[config.mk]
export PLATFORM = sky130hd
export DESIGN_NAME = load_align_pipe
export DESIGN_NICKNAME = d
export VERILOG_FILES = /design/src/rtl/load_align_pipe.sv
export SDC_FILE = /design/constraint.sdc
export NUM_CORES = 1
export LEC_CHECK = 0
export CAP_MARGIN = 25
export CORE_ASPECT_RATIO = 0.5
export CORE_MARGIN = 1
export CORE_UTILIZATION = 60
export DETAILED_ROUTE_END_ITERATION = 8
export DONT_BUFFER_PORTS = 1
export GPL_TIMING_DRIVEN = 0
export PLACE_DENSITY = 0.76
export SYNTH_ARGS = -nofsm -noshare
export SYNTH_HDL_FRONTEND = slang
export SYNTH_SLANG_ARGS = --single-unit
[constraint.sdc]
create_clock -name clk -period 5.5 [get_ports clk]
set_input_delay 0.825 -clock clk [delete_from_list [all_inputs] [get_ports clk]]
set_output_delay 0.825 -clock clk [all_outputs]
set_load 0.01 [all_outputs]
[src/rtl/load_align_pipe.sv]
// load_align_pipe
//   Two-stage MIPS load-data aligner sitting between the data-memory read port
//   and the MEM/WB register. Stage 1 picks the addressed 32-bit word lane and
//   captures the op, byte offset, old rt value and tag. Stage 2 extracts,
//   extends or merges the result and holds it in the output register.
//   Ops handled: LB, LBU, LH, LHU, LW, LWL, LWR. Memory is big-endian, so
//   byte 0 of a word is its MSB.
//
// Build option
//   LOAD_ALIGN_MISALIGN_TRAP_EN
//     defined     : a misaligned LH/LHU/LW reports out_err[1]=1 with
//                   out_data=0. The load still uses a pipeline slot.
//     not defined : out_err[1] is always 0. A misaligned LH/LHU is forced to
//                   a half-word boundary, and a misaligned LW is forced to
//                   offset 0.
//
// Ports
//   clk, rst_n             clock, asynchronous active-low reset
//   flush                  drop every in-flight load at the next edge
//   in_valid / in_ready    input handshake (in_ready depends combinationally
//                          on out_ready and flush)
//   in_op                  opcode IR[31:26]
//   in_addr                low byte-address bits; with MEM_W=64, bit 2 picks
//                          the word lane
//   in_data                raw memory beat, byte 0 is the MSB
//   in_rt_old              current rt value, merged by LWL/LWR
//   in_tag                 sideband tag, passed through unchanged
//   out_valid / out_ready  output handshake
//   out_data               aligned/extended result
//   out_tag                tag belonging to out_data
//   out_err                {misalign, illegal_op}

module load_align_pipe #(
  parameter int MEM_W = 32,
  parameter int TAG_W = 5,
  parameter int AL_W  = $clog2(MEM_W / 8)
) (
  input  logic             clk,
  input  logic             rst_n,
  input  logic             flush,
  input  logic             in_valid,
  output logic             in_ready,
  input  logic [5:0]       in_op,
  input  logic [AL_W-1:0]  in_addr,
  input  logic [MEM_W-1:0] in_data,
  input  logic [31:0]      in_rt_old,
  input  logic [TAG_W-1:0] in_tag,
  output logic             out_valid,
  input  logic             out_ready,
  output logic [31:0]      out_data,
  output logic [TAG_W-1:0] out_tag,
  output logic [1:0]       out_err
);

  localparam logic [5:0] OP_LB  = 6'b100000;
  localparam logic [5:0] OP_LH  = 6'b100001;
  localparam logic [5:0] OP_LWL = 6'b100010;
  localparam logic [5:0] OP_LW  = 6'b100011;
  localparam logic [5:0] OP_LBU = 6'b100100;
  localparam logic [5:0] OP_LHU = 6'b100101;
  localparam logic [5:0] OP_LWR = 6'b100110;

  // ---------------------------------------------------------------------------
  // Word-lane selection (input side of stage 1)
  // ---------------------------------------------------------------------------
  logic [31:0] lane_word;

  generate
    if (MEM_W == 64) begin : g_lane64
      assign lane_word = in_addr[2] ? in_data[31:0] : in_data[63:32];
    end else begin : g_lane32
      assign lane_word = in_data[31:0];
    end
  endgenerate

  // ---------------------------------------------------------------------------
  // Pipeline state
  // ---------------------------------------------------------------------------
  logic             s1_valid_q, s1_valid_d;
  logic [31:0]      s1_word_q,  s1_word_d;
  logic [1:0]       s1_k_q,     s1_k_d;
  logic [5:0]       s1_op_q,    s1_op_d;
  logic [31:0]      s1_rt_q,    s1_rt_d;
  logic [TAG_W-1:0] s1_tag_q,   s1_tag_d;

  logic             out_valid_q, out_valid_d;
  logic [31:0]      out_data_q,  out_data_d;
  logic [TAG_W-1:0] out_tag_q,   out_tag_d;
  logic [1:0]       out_err_q,   out_err_d;

  // ---------------------------------------------------------------------------
  // Handshake
  // ---------------------------------------------------------------------------
  logic s2_load;
  logic s1_adv;
  logic in_accept;

  // Stage 2 can take a new entry when it is empty or is being drained this
  // cycle. Stage 1 moves forward only into a stage 2 that is loading.
  assign s2_load   = ~out_valid_q | out_ready;
  assign s1_adv    = s1_valid_q & s2_load;
  assign in_ready  = ~flush & (~s1_valid_q | s2_load);
  assign in_accept = in_valid & in_ready;

  // ---------------------------------------------------------------------------
  // Stage 1 next state
  // ---------------------------------------------------------------------------
  always_comb begin
    s1_valid_d = s1_valid_q;
    s1_word_d  = s1_word_q;
    s1_k_d     = s1_k_q;
    s1_op_d    = s1_op_q;
    s1_rt_d    = s1_rt_q;
    s1_tag_d   = s1_tag_q;
    if (flush) begin
      s1_valid_d = 1'b0;
    end else if (in_accept) begin
      s1_valid_d = 1'b1;
      s1_word_d  = lane_word;
      s1_k_d     = in_addr[1:0];
      s1_op_d    = in_op;
      s1_rt_d    = in_rt_old;
      s1_tag_d   = in_tag;
    end else if (s1_adv) begin
      s1_valid_d = 1'b0;
    end
  end

  // ---------------------------------------------------------------------------
  // Stage 2 datapath: extract, extend, merge
  // ---------------------------------------------------------------------------
  logic        is_half;
  logic        is_word;
  logic [1:0]  k_eff;
  logic [4:0]  sh_l;
  logic [4:0]  sh_r;
  logic [31:0] byte_shift;
  logic [7:0]  byte_val;
  logic [15:0] half_val;
  logic [31:0] res_data;
  logic        res_illegal;
  logic        res_mis;

  assign is_half = (s1_op_q == OP_LH) || (s1_op_q == OP_LHU);
  assign is_word = (s1_op_q == OP_LW);

`ifdef LOAD_ALIGN_MISALIGN_TRAP_EN
  assign k_eff   = s1_k_q;
  assign res_mis = (is_half & s1_k_q[0]) | (is_word & (s1_k_q != 2'd0));
`else
  // Without the trap, a misaligned access is snapped to its natural boundary.
  assign k_eff   = is_half ? {s1_k_q[1], 1'b0} :
                   is_word ? 2'd0 : s1_k_q;
  assign res_mis = 1'b0;
`endif

  // Shift amounts: left by 8k (LWL), right by 8(3-k) (byte pick and LWR).
  // For a 2-bit k, the value 3-k equals ~k.
  assign sh_l       = {k_eff, 3'b000};
  assign sh_r       = {~k_eff, 3'b000};
  assign byte_shift = s1_word_q >> sh_r;
  assign byte_val   = byte_shift[7:0];
  assign half_val   = k_eff[1] ? s1_word_q[15:0] : s1_word_q[31:16];

  always_comb begin
    res_data    = 32'h0;
    res_illegal = 1'b0;
    case (s1_op_q)
      OP_LB:   res_data = {{24{byte_val[7]}}, byte_val};
      OP_LBU:  res_data = {24'h0, byte_val};
      OP_LH:   res_data = {{16{half_val[15]}}, half_val};
      OP_LHU:  res_data = {16'h0, half_val};
      OP_LW:   res_data = s1_word_q;
      OP_LWL:  res_data = (s1_word_q << sh_l) |
                          (s1_rt_q & ~(32'hFFFF_FFFF << sh_l));
      OP_LWR:  res_data = (s1_word_q >> sh_r) |
                          (s1_rt_q & ~(32'hFFFF_FFFF >> sh_r));
      default: res_illegal = 1'b1;
    endcase
    if (res_mis) begin
      res_data = 32'h0;
    end
  end

  // ---------------------------------------------------------------------------
  // Stage 2 next state
  // ---------------------------------------------------------------------------
  always_comb begin
    out_valid_d = out_valid_q;
    out_data_d  = out_data_q;
    out_tag_d   = out_tag_q;
    out_err_d   = out_err_q;
    if (flush) begin
      // A handshake on the same edge has already completed, so clearing the
      // output slot is safe.
      out_valid_d = 1'b0;
    end else if (s2_load) begin
      out_valid_d = s1_valid_q;
      if (s1_valid_q) begin
        out_data_d = res_data;
        out_tag_d  = s1_tag_q;
        out_err_d  = {res_mis, res_illegal};
      end
    end
  end

  // ---------------------------------------------------------------------------
  // Registers
  // ---------------------------------------------------------------------------
  always_ff @(posedge clk or negedge rst_n) begin
    if (!rst_n) begin
      s1_valid_q  <= 1'b0;
      s1_word_q   <= 32'h0;
      s1_k_q      <= 2'd0;
      s1_op_q     <= 6'd0;
      s1_rt_q     <= 32'h0;
      s1_tag_q    <= '0;
      out_valid_q <= 1'b0;
      out_data_q  <= 32'h0;
      out_tag_q   <= '0;
      out_err_q   <= 2'b00;
    end else begin
      s1_valid_q  <= s1_valid_d;
      s1_word_q   <= s1_word_d;
      s1_k_q      <= s1_k_d;
      s1_op_q     <= s1_op_d;
      s1_rt_q     <= s1_rt_d;
      s1_tag_q    <= s1_tag_d;
      out_valid_q <= out_valid_d;
      out_data_q  <= out_data_d;
      out_tag_q   <= out_tag_d;
      out_err_q   <= out_err_d;
    end
  end

  assign out_valid = out_valid_q;
  assign out_data  = out_data_q;
  assign out_tag   = out_tag_q;
  assign out_err   = out_err_q;

endmodule

# --- Word level (Yosys, flattened, before mapping) ---
# Cells that the tools add are included.
totals:
  output_inout_bits: 41
  reg_bits: 117
  word_cells: 52
  input_bits: 82
classes:
  reduce_logical: 6
  n_eq_ne: 7
  bitwise: 15
  n_mux: 10
  n_shift: 4
ops:
  columns: ["op", "n"]
  rows:
  - ["case mux 32 bit (7 select lines)", 1]
  - ["AND 32 bit", 2]
  - ["inverter 32 bit", 2]
  - ["bitwise OR 32 bit", 2]
  - ["equality test 6 bit, second input constant", 7]
  - ["<< shifter 32 x 5 -> 32 bit", 1]
  - ["<< shifter 32 x 5 -> 32 bit, first input constant", 1]
  - ["right shift 32 x 5 -> 32 bit", 1]
  - ["right shift 32 x 5 -> 32 bit, first input constant", 1]
  - ["two-way mux 16 bit", 1]
  - ["OR reduction 7 bit", 1]
  - ["two-way mux 1 bit", 6]
  - ["two-way mux 2 bit", 2]
  - ["AND 1 bit", 3]
  - ["inverter 1 bit", 3]
  - ["AND reduction 3 bit", 1]
  - ["nonzero test 3 bit", 1]
  - ["inverter 2 bit", 1]
  - ["bitwise OR 1 bit", 2]
  - ["AND reduction 2 bit", 1]
  - ["nonzero test 2 bit", 1]
  - ["logical OR 1 bit", 1]

# --- Depth between registers and ports, before layout ---
# Gate-level depths: netlist of run 1.
depth:
  word_depth: 9
  depth_mapped: 9
  depth_no_buf: 6

# --- Worst setup path before layout of run 1 ---
# No wires, ideal clock.
synth_timing:
  path_type: "input to register"
  startpoint: "in out_ready"
  endpoint: "reg s1_rt_q[0]"
  t_required_ns: 5.375
  setup_slack_ns: 3.159
  setup_ns: 0.125
  arrival_time_ns: 2.216
  cell_stages: 6
  n_path_buf: 2
  cell_sequence: "nor2b_1 a21oi_1 nand2_1 clkbuf_1 buf_2 mux2_2"
synth_between:
  elab_chain_cells: 5
synth_rtl:
  columns: ["element", "line", "source"]
  rows:
  - ["start: declaration", "49", "input logic out_ready,"]
  - ["bitwise OR 1 bit", "100", "assign s2_load = ~out_valid_q | out_ready;"]
  - ["bitwise OR 1 bit", "102", "assign in_ready = ~flush & (~s1_valid_q | s2_load);"]
  - ["AND 1 bit", "102", null]
  - ["via in_ready", "42", "output logic in_ready,"]
  - ["AND 1 bit", "103", "assign in_accept = in_valid & in_ready;"]
  - ["AND reduction 2 bit (no line)", null, null]
  - ["end signal: assignment", "227", "s1_rt_q <= s1_rt_d;"]
  - ["end: declaration", "83", "logic [31:0] s1_rt_q, s1_rt_d;"]
# The timed path passes the listed nets, and every way through them passes these cells.
# A chain may end at the register's enable or synchronous reset.

# --- Worst setup path in the final report of run 1 ---
layout_timing:
  startpoint: "reg out_valid_q (netlist: out_valid)"
  endpoint: "reg s1_rt_q[23]"
layout_between:
  elab_chain_cells: 6
layout_rtl:
  columns: ["element", "line", "source"]
  rows:
  - ["start: declaration", "86", "logic out_valid_q, out_valid_d;"]
  - ["start signal: assignment", "229", "out_valid_q <= out_valid_d;"]
  - ["inverter 1 bit", "100", null]
  - ["bitwise OR 1 bit", "100", null]
  - ["bitwise OR 1 bit", "102", null]
  - ["AND 1 bit", "102", null]
  - ["via in_ready", "42", null]
  - ["AND 1 bit", "103", null]
  - ["AND reduction 2 bit (no line)", null, null]
# The timed path passes the listed nets, and every way through them passes these cells.

==> results of run 1 <==
## worst register-to-register path: cells and delay by family, from the launching register on
kind                   cells  cell delay [ps]
flip-flops                 1              390
AO/OA/AOI/OAI              1              170
buffers and inverters      2             1010
multiplexers               1              390
AND/OR/NAND/NOR            2              640
## registers in the layout, indices dropped and copies added, names as in the netlist
name	cells
s1_op_q	6
s1_tag_q	5
out_tag	5
s1_rt_q	32
s1_word_q	32
out_err	1
out_data	32
s1_valid_q	1
out_valid	1
s1_k_q	2
## layout make-up
cell class | instances | area, µm²
fill | 787 | 3131
inverter | 6 | 22.52
clock inverter | 13 | 150.1
multi-input combinational | 446 | 3192
clock buffer | 18 | 439.2
buffer | 46 | 205.2
timing repair buffer | 1 | 5.005
tap | 140 | 175.2
sequential | 117 | 2928
## per-layer routing
layer	routed length (µm)	vias to the layer above	GRT usage, %
met4	625	0	16.27
met3	3041	85	13.45
met1	9394	2830	58.68
met2	9004	475	57.18
met5	0	-	0
li1	-	2385	-
## Yosys cell counts, types with 4 or more instances
cell type	number
sky130_fd_sc_hd__a21oi_1	35
sky130_fd_sc_hd__a221oi_1	16
sky130_fd_sc_hd__a22o_1	8
sky130_fd_sc_hd__a22oi_1	25
sky130_fd_sc_hd__a31oi_1	19
sky130_fd_sc_hd__a32o_1	7
sky130_fd_sc_hd__a41oi_1	9
sky130_fd_sc_hd__and2_1	4
sky130_fd_sc_hd__and3_1	5
sky130_fd_sc_hd__buf_1	5
sky130_fd_sc_hd__buf_2	17
sky130_fd_sc_hd__clkbuf_1	21
sky130_fd_sc_hd__dfrtp_1	117
sky130_fd_sc_hd__inv_1	5
sky130_fd_sc_hd__mux2_2	83
sky130_fd_sc_hd__mux2i_1	10
sky130_fd_sc_hd__nand2_1	74
sky130_fd_sc_hd__nor2_1	22
sky130_fd_sc_hd__nor2b_1	4
sky130_fd_sc_hd__nor3_1	15
sky130_fd_sc_hd__o21ai_0	20
sky130_fd_sc_hd__o21ai_1	11
sky130_fd_sc_hd__o221ai_1	7
sky130_fd_sc_hd__o22ai_1	13
sky130_fd_sc_hd__o31a_1	6
sky130_fd_sc_hd__or2_0	4
## power by group through the flow
| stage | Combinational [mW] | Sequential, mW | Clock [mW] |
|---|---|---|---|
| floorplan | 0.375 | 1.07 | 0 |
| global placement | 0.480 | 1.14 | 0 |
| detailed placement | 0.489 | 1.15 | 0 |
| CTS | 0.494 | 1.13 | 1.11 |
| global route | 0.544 | 1.15 | 1.15 |
| finish | 0.515 | 1.15 | 1.11 |
## worst max-delay path by stage
stage	startpoint	endpoint	cells after the start
floorplan	out_ready	s1_rt_q[0]$_DFFE_PN0P_	6
global placement	out_ready	s1_rt_q[21]$_DFFE_PN0P_	6
detailed placement	out_ready	s1_rt_q[23]$_DFFE_PN0P_	6
CTS	out_valid$_DFFE_PN0P_	s1_rt_q[23]$_DFFE_PN0P_	6
global route	out_valid$_DFFE_PN0P_	s1_rt_q[23]$_DFFE_PN0P_	6
finish	out_valid$_DFFE_PN0P_	s1_rt_q[23]$_DFFE_PN0P_	6
## cell families after synthesis
| logic type | after synthesis | synth area share [%] |
|---|---|---|
| buffers and inverters | 52 | 3.588 |
| and+or+nand+nor | 148 | 11.12 |
| DFF | 117 | 46.13 |
| AOI/OAI and AO/OA | 204 | 22.81 |
| muxes | 93 | 16.30 |
| other | 1 | 0.05908 |
## through the flow
stage	instance area [µm²]	setup slack (ps)	power (mW)	hold slack (ps)	util (%)
2_1_floorplan	6347	3159	1.445	475.0	-
3_3_place_gp	6523	2529	1.624	482.0	63.65
3_5_place_dp	6528	2444	1.635	492.2	63.70
4_1_cts	7117	2811	2.735	103.4	69.45
5_1_grt	7117	2691	2.844	96.39	69.45
6_report	7117	2781	2.773	104.7	69.45
==> reports/metrics.yaml, run 1 <==
outcome:
  outcome: "finished, final reports clean"
worst_setup_path:
  start_kind: "flop"
  cp_num_buf_inv: 2
  ff2ff_path_depth: 6
  maximum_fanout_count_along_the_critical_path: 10
  worst_path_required_ps: 5790
  slowest_library_cell_on_the_worst_path: "sky130_fd_sc_hd__clkbuf_1"
  worstPathArrival_ps: 3010
  r2r_setup_slack_ps: 2780
  crit_path_max_incr_delay_ps: 570
  crit_family: "buffers and inverters"
  setup.worst_path.class: "reg -> reg"
  r2r_start: "out_valid$_DFFE_PN0P_"
  crit_chain: "nor2b_1, a21oi_1, nand2_1, clkbuf_1, buf_2, mux2_2"
  timing.critical_path.to_type: "flop"
  worstReg2RegEnd: "s1_rt_q[23]$_DFFE_PN0P_"
floorplan:
  start_util_pct: 61.94
  die_width_um: 147.5
  core_region_area_um2: 10250
  total_i_o_pin_count: 123
  die_height_um: 74.73
  floorplan.rows: 26
  floorplan.die_area_um2: 11020
layout:
  syn_to_final_growth_pct: 12.12
  num-nets-final: 717
  final_common_cell: "sky130_fd_sc_hd__dfrtp_1"
  antenna_diode_count: 0
  fraction_of_final_layout_cells_with_drive_strength_greater_than_1_pct: 23.03
  final_cell_mix: "sky130_fd_sc_hd__dfrtp_1 (117), sky130_fd_sc_hd__mux2_2 (83), sky130_fd_sc_hd__nand2_1 (74)"
  final_cell_count_no_fill: 787
global_routing:
  grt_remaining_overflow: 0
  gr-usage-all-layers_pct: 40.86
  antenna_violations_before_repair: 1
  grt_pass1_wl_mm: 32.54
  grt_start_max_net_pins: 118
  grt_pass1_vias: 5472
pwr:
  p_switching_uw: 905.8
  cellInternalPower_mw: 1.867
  power_leakage_nw: 2.853
  clkPwrFrac_pct: 40.0
  p_sw_share_pct: 32.67
  max-vdd-ir-drop_uv: 246.5
  p_per_area_nw_per_um2: 389.6
  pwr-share-comb_pct: 18.6
  seqPwrFrac_pct: 41.4
timing:
  worst_pin_slew_ps: 967.8
  grt_setup_unrepaired: "false"
  tns_ps: 0
  setup_viol_count_final: 0
  max_clock_freq_mhz: 367.7
  timing.max_slew.rel_slack_pct: 35.48
  part_of_the_cycle_the_worst_path_needs_pct: 49.44
  timing.final.crit_period_ps: 2719
  worst_clock_skew_ps: 7.120
  finalHoldViolCount: 0
  final-max-slew-violation-count: 0
route:
  final_antenna_net_count: 0
  first_iter_violations: 823
  num_vias: 5775
  drc_errors: 0
  wl_per_cell_um: 28.04
  postRouteWirelength_mm: 22.06
  post_drt_via_cell_ratio: 7.338
  drt_pre_antenna_iters: 6
yosys:
  async_reset_ff_share_pct: 100.0
  postSynthCellCount: 615
  ys_types: 58
  synthesis.yosys.warnings: 0
  synth_area_leader_cell: "sky130_fd_sc_hd__dfrtp_1"
  synth_top_area_share_pct: 46.13
  synthesis.area_per_instance_um2: 10.32
  synth_edf_count: 0
  synth.top_cells.by_area: "sky130_fd_sc_hd__dfrtp_1 (46%), sky130_fd_sc_hd__mux2_2 (15%), sky130_fd_sc_hd__nand2_1 (4.4%), sky130_fd_sc_hd__a22oi_1 (3.0%), sky130_fd_sc_hd__a21oi_1 (2.8%)"
  synth_top_flop_cell: "sky130_fd_sc_hd__dfrtp_1"
  seq_area_frac_synth_pct: 46.13
  synthesis.area_um2: 6347
  number_of_flip_flops_and_latches_in_the_synthesized_netlist: 117
  syn_nets: 697
placed_design:
  gp_congestion: 0.9859
  port-buffer-count: 0
  place.detailed.hpwl_mm: 15.74
  dp_cells: 756
run:
  max_cap_violations: 0
clock_network:
  clock_tree_from_tritoncts: "done"
  clock_tree.htree_level_count: 4
  cts-root-to-sink-buffers: 2
  numCtsBuffers: 17
  cts.clk_slew.worst_paths_ps: 60
  insertion_delay_ps: 410
  ctsHoldBuffers: 0
  cts_sinks: 117
  cts_root_buf: "sky130_fd_sc_hd__clkbuf_16"
  post-cts-setup-buffer-count: 0
  post_cts_resize_count: 0
hold_path:
  worst_hold_path_type: "in -> async"
(Power assumes the default switching activity.)
==> run 2, diff against run 1 <==
--- a/config.mk
+++ b/config.mk
@@ -8,7 +8,7 @@
 export CAP_MARGIN = 25
 export CORE_ASPECT_RATIO = 0.5
 export CORE_MARGIN = 1
-export CORE_UTILIZATION = 60
+export CORE_UTILIZATION = 58
 export DETAILED_ROUTE_END_ITERATION = 8
 export DONT_BUFFER_PORTS = 1
 export GPL_TIMING_DRIVEN = 0
==> constraint.sdc (replaced) <==
create_clock -name clk -period 2.35 [get_ports clk]
set_input_delay 0.3525 -clock clk [delete_from_list [all_inputs] [get_ports clk]]
set_output_delay 0.3525 -clock clk [all_outputs]
set_load 0.01 [all_outputs]
==> reports/metrics.yaml, run 2 (same netlist as run 1, synthesis figures left out) <==
outcome:
  outcome: "finished with violations"
  failed_checks: "hold timing"
clock_network:
  cts.clk_slew.worst_paths_ps: 60
  cts_root_buf: "sky130_fd_sc_hd__clkbuf_16"
  clock_tree.htree_level_count: 4
  clock_tree_from_tritoncts: "done"
  cts_sinks: 117
  numCtsBuffers: 17
  ctsHoldBuffers: 1
  insertion_delay_ps: 420
  cts-root-to-sink-buffers: 2
timing:
  setup_viol_count_final: 0
  finalHoldViolCount: 117
  timing.max_slew.rel_slack_pct: 54.81
  worst_pin_slew_ps: 677.8
  worst_clock_skew_ps: 11.69
  tns_ps: 0
  part_of_the_cycle_the_worst_path_needs_pct: 99.11
  timing.final.crit_period_ps: 2329
  grt_setup_unrepaired: "true"
  hold-worst-slack_ps: -376.3
  final-max-slew-violation-count: 0
  max_clock_freq_mhz: 429.4
placed_design:
  place.detailed.hpwl_mm: 15.44
  port-buffer-count: 0
  gp_congestion: 1.003
  dp_cells: 756
floorplan:
  total_i_o_pin_count: 123
  die_height_um: 75.97
  die_width_um: 149.9
  start_util_pct: 60.97
  floorplan.rows: 26
  floorplan.die_area_um2: 11390
  core_region_area_um2: 10410
worst_setup_path:
  timing.critical_path.to_type: "flop"
  start_kind: "flop"
  setup.worst_path.class: "reg -> reg"
  r2r_setup_slack_ps: 20
  crit_chain: "buf_4, and4bb_4, a21oi_4, mux2i_2, nor2_1, a31oi_4, a41oi_1"
  cp_num_buf_inv: 1
  crit_family: "compound AO/OA/AOI/OAI gates"
  worstPathArrival_ps: 2590
  crit_path_max_incr_delay_ps: 370
  slowest_library_cell_on_the_worst_path: "sky130_fd_sc_hd__dfrtp_1"
  maximum_fanout_count_along_the_critical_path: 10
  worst_path_required_ps: 2610
global_routing:
  grt_remaining_overflow: 0
  gr-usage-all-layers_pct: 39.59
  grt_pass1_wl_mm: 32.86
  grt_start_max_net_pins: 118
  antenna_violations_before_repair: 0
  grt_pass1_vias: 5586
route:
  postRouteWirelength_mm: 21.65
  final_antenna_net_count: 0
  num_vias: 5794
  first_iter_violations: 824
  wl_per_cell_um: 27.10
  drt_pre_antenna_iters: 6
  post_drt_via_cell_ratio: 7.252
  drc_errors: 0
hold_path:
  worst_hold_path_type: "in -> async"
layout:
  syn_to_final_growth_pct: 16.32
  final_cell_count_no_fill: 799
  finish.utilization_pct: 70.93
  num-nets-final: 728
  antenna_diode_count: 0
  nFillCells: 776
  final_cell_mix: "sky130_fd_sc_hd__dfrtp_1 (115), sky130_fd_sc_hd__mux2_2 (83), sky130_fd_sc_hd__nand2_1 (73)"
  final_common_cell: "sky130_fd_sc_hd__dfrtp_1"
  fraction_of_final_layout_cells_with_drive_strength_greater_than_1_pct: 29.14
pwr:
  max-vdd-ir-drop_uv: 603.6
  power_leakage_nw: 2.986
  p_per_area_nw_per_um2: 878.2
run:
  max_cap_violations: 0
==> run 2: cell type report <==
class,count,area (µm²),share of cell area (%)
Clock inverter,14,130.1,1.762
Multi-Input combinational cell,446,3331,45.11
Inverter,6,22.52,0.3050
Tap cell,140,175.2,2.372
Timing Repair Buffer,13,110.1,1.491
Buffer,45,245.2,3.321
Clock buffer,18,439.2,5.948
Sequential cell,117,2930,39.69
==> run 2: where the power goes <==
part	switching, mW	total, mW	internal (mW)
Combinational	0.711	1.28	0.572
Clock	1.08	2.50	1.43
Sequential	0.431	2.70	2.27
==> run 2: stage by stage <==
stage | cell area [µm²] | power, mW | setup slack [ps]
final | 7383 | 6.484 | 20.98
after detailed placement | 6528 | 3.812 | -264.8
after CTS | 7211 | 6.343 | 9.164
after global placement | 6523 | 3.792 | -235.9
after floorplan | 6347 | 3.382 | 380.0
after global routing | 7383 | 6.687 | -55.68
==> run 2: path summary, 6_finish.rpt <==
| kind | depth (start not counted) | startpoint | end |
|---|---|---|---|
| worst max-delay path | 7 | s1_op_q[3]$_DFFE_PN0P_ | out_data[10]$_DFFE_PN0P_ |
| worst min-delay path | 0 | rst_n | out_tag[1]$_DFFE_PN0P_ |
| worst max register to register | 7 | s1_op_q[3]$_DFFE_PN0P_ | out_data[10]$_DFFE_PN0P_ |
| worst min register to register | 1 | s1_tag_q[3]$_DFFE_PN0P_ | out_tag[3]$_DFFE_PN0P_ |
| max in group asynchronous | 0 | rst_n | s1_op_q[4]$_DFFE_PN0P_ |
| min in group clk | 1 | in_op[2] | s1_op_q[2]$_DFFE_PN0P_ |
==> run 2: metal layers <==
layer	share of wire (%)	vias up	track usage (%)
li1	-	2407	-
met4	2.7	0	12.73
met1	41	2815	55.45
met3	16	79	19.10
met5	0	-	0
met2	40	493	53.33
==> run 2: what timing repair did <==
action	4_1_cts	5_1_grt
endpoints found under the hold margin	119	117
resized for setup	14	48
pin swaps	1	2
endpoints found under the setup margin	60	77
buffers inserted	4	7
==> run 2: worst register-to-register path, delay by kind of cell, from the launching register on <==
kind | cells | cell delay, ps
DFF | 1 | 370
AOI/OAI and AO/OA | 3 | 860
buffers and inverters | 1 | 180
muxes | 1 | 320
and+or+nand+nor | 2 | 440
==> run 3, diff against run 2 <==
--- a/config.mk
+++ b/config.mk
@@ -9,6 +9,7 @@
 export CORE_ASPECT_RATIO = 0.5
 export CORE_MARGIN = 1
 export CORE_UTILIZATION = 58
+export CTS_CLUSTER_SIZE = 28
 export DETAILED_ROUTE_END_ITERATION = 8
 export DONT_BUFFER_PORTS = 1
 export GPL_TIMING_DRIVEN = 0
==> results of run 3 <==
No change in the layout: final DEF, timing and power equal those of run 2.
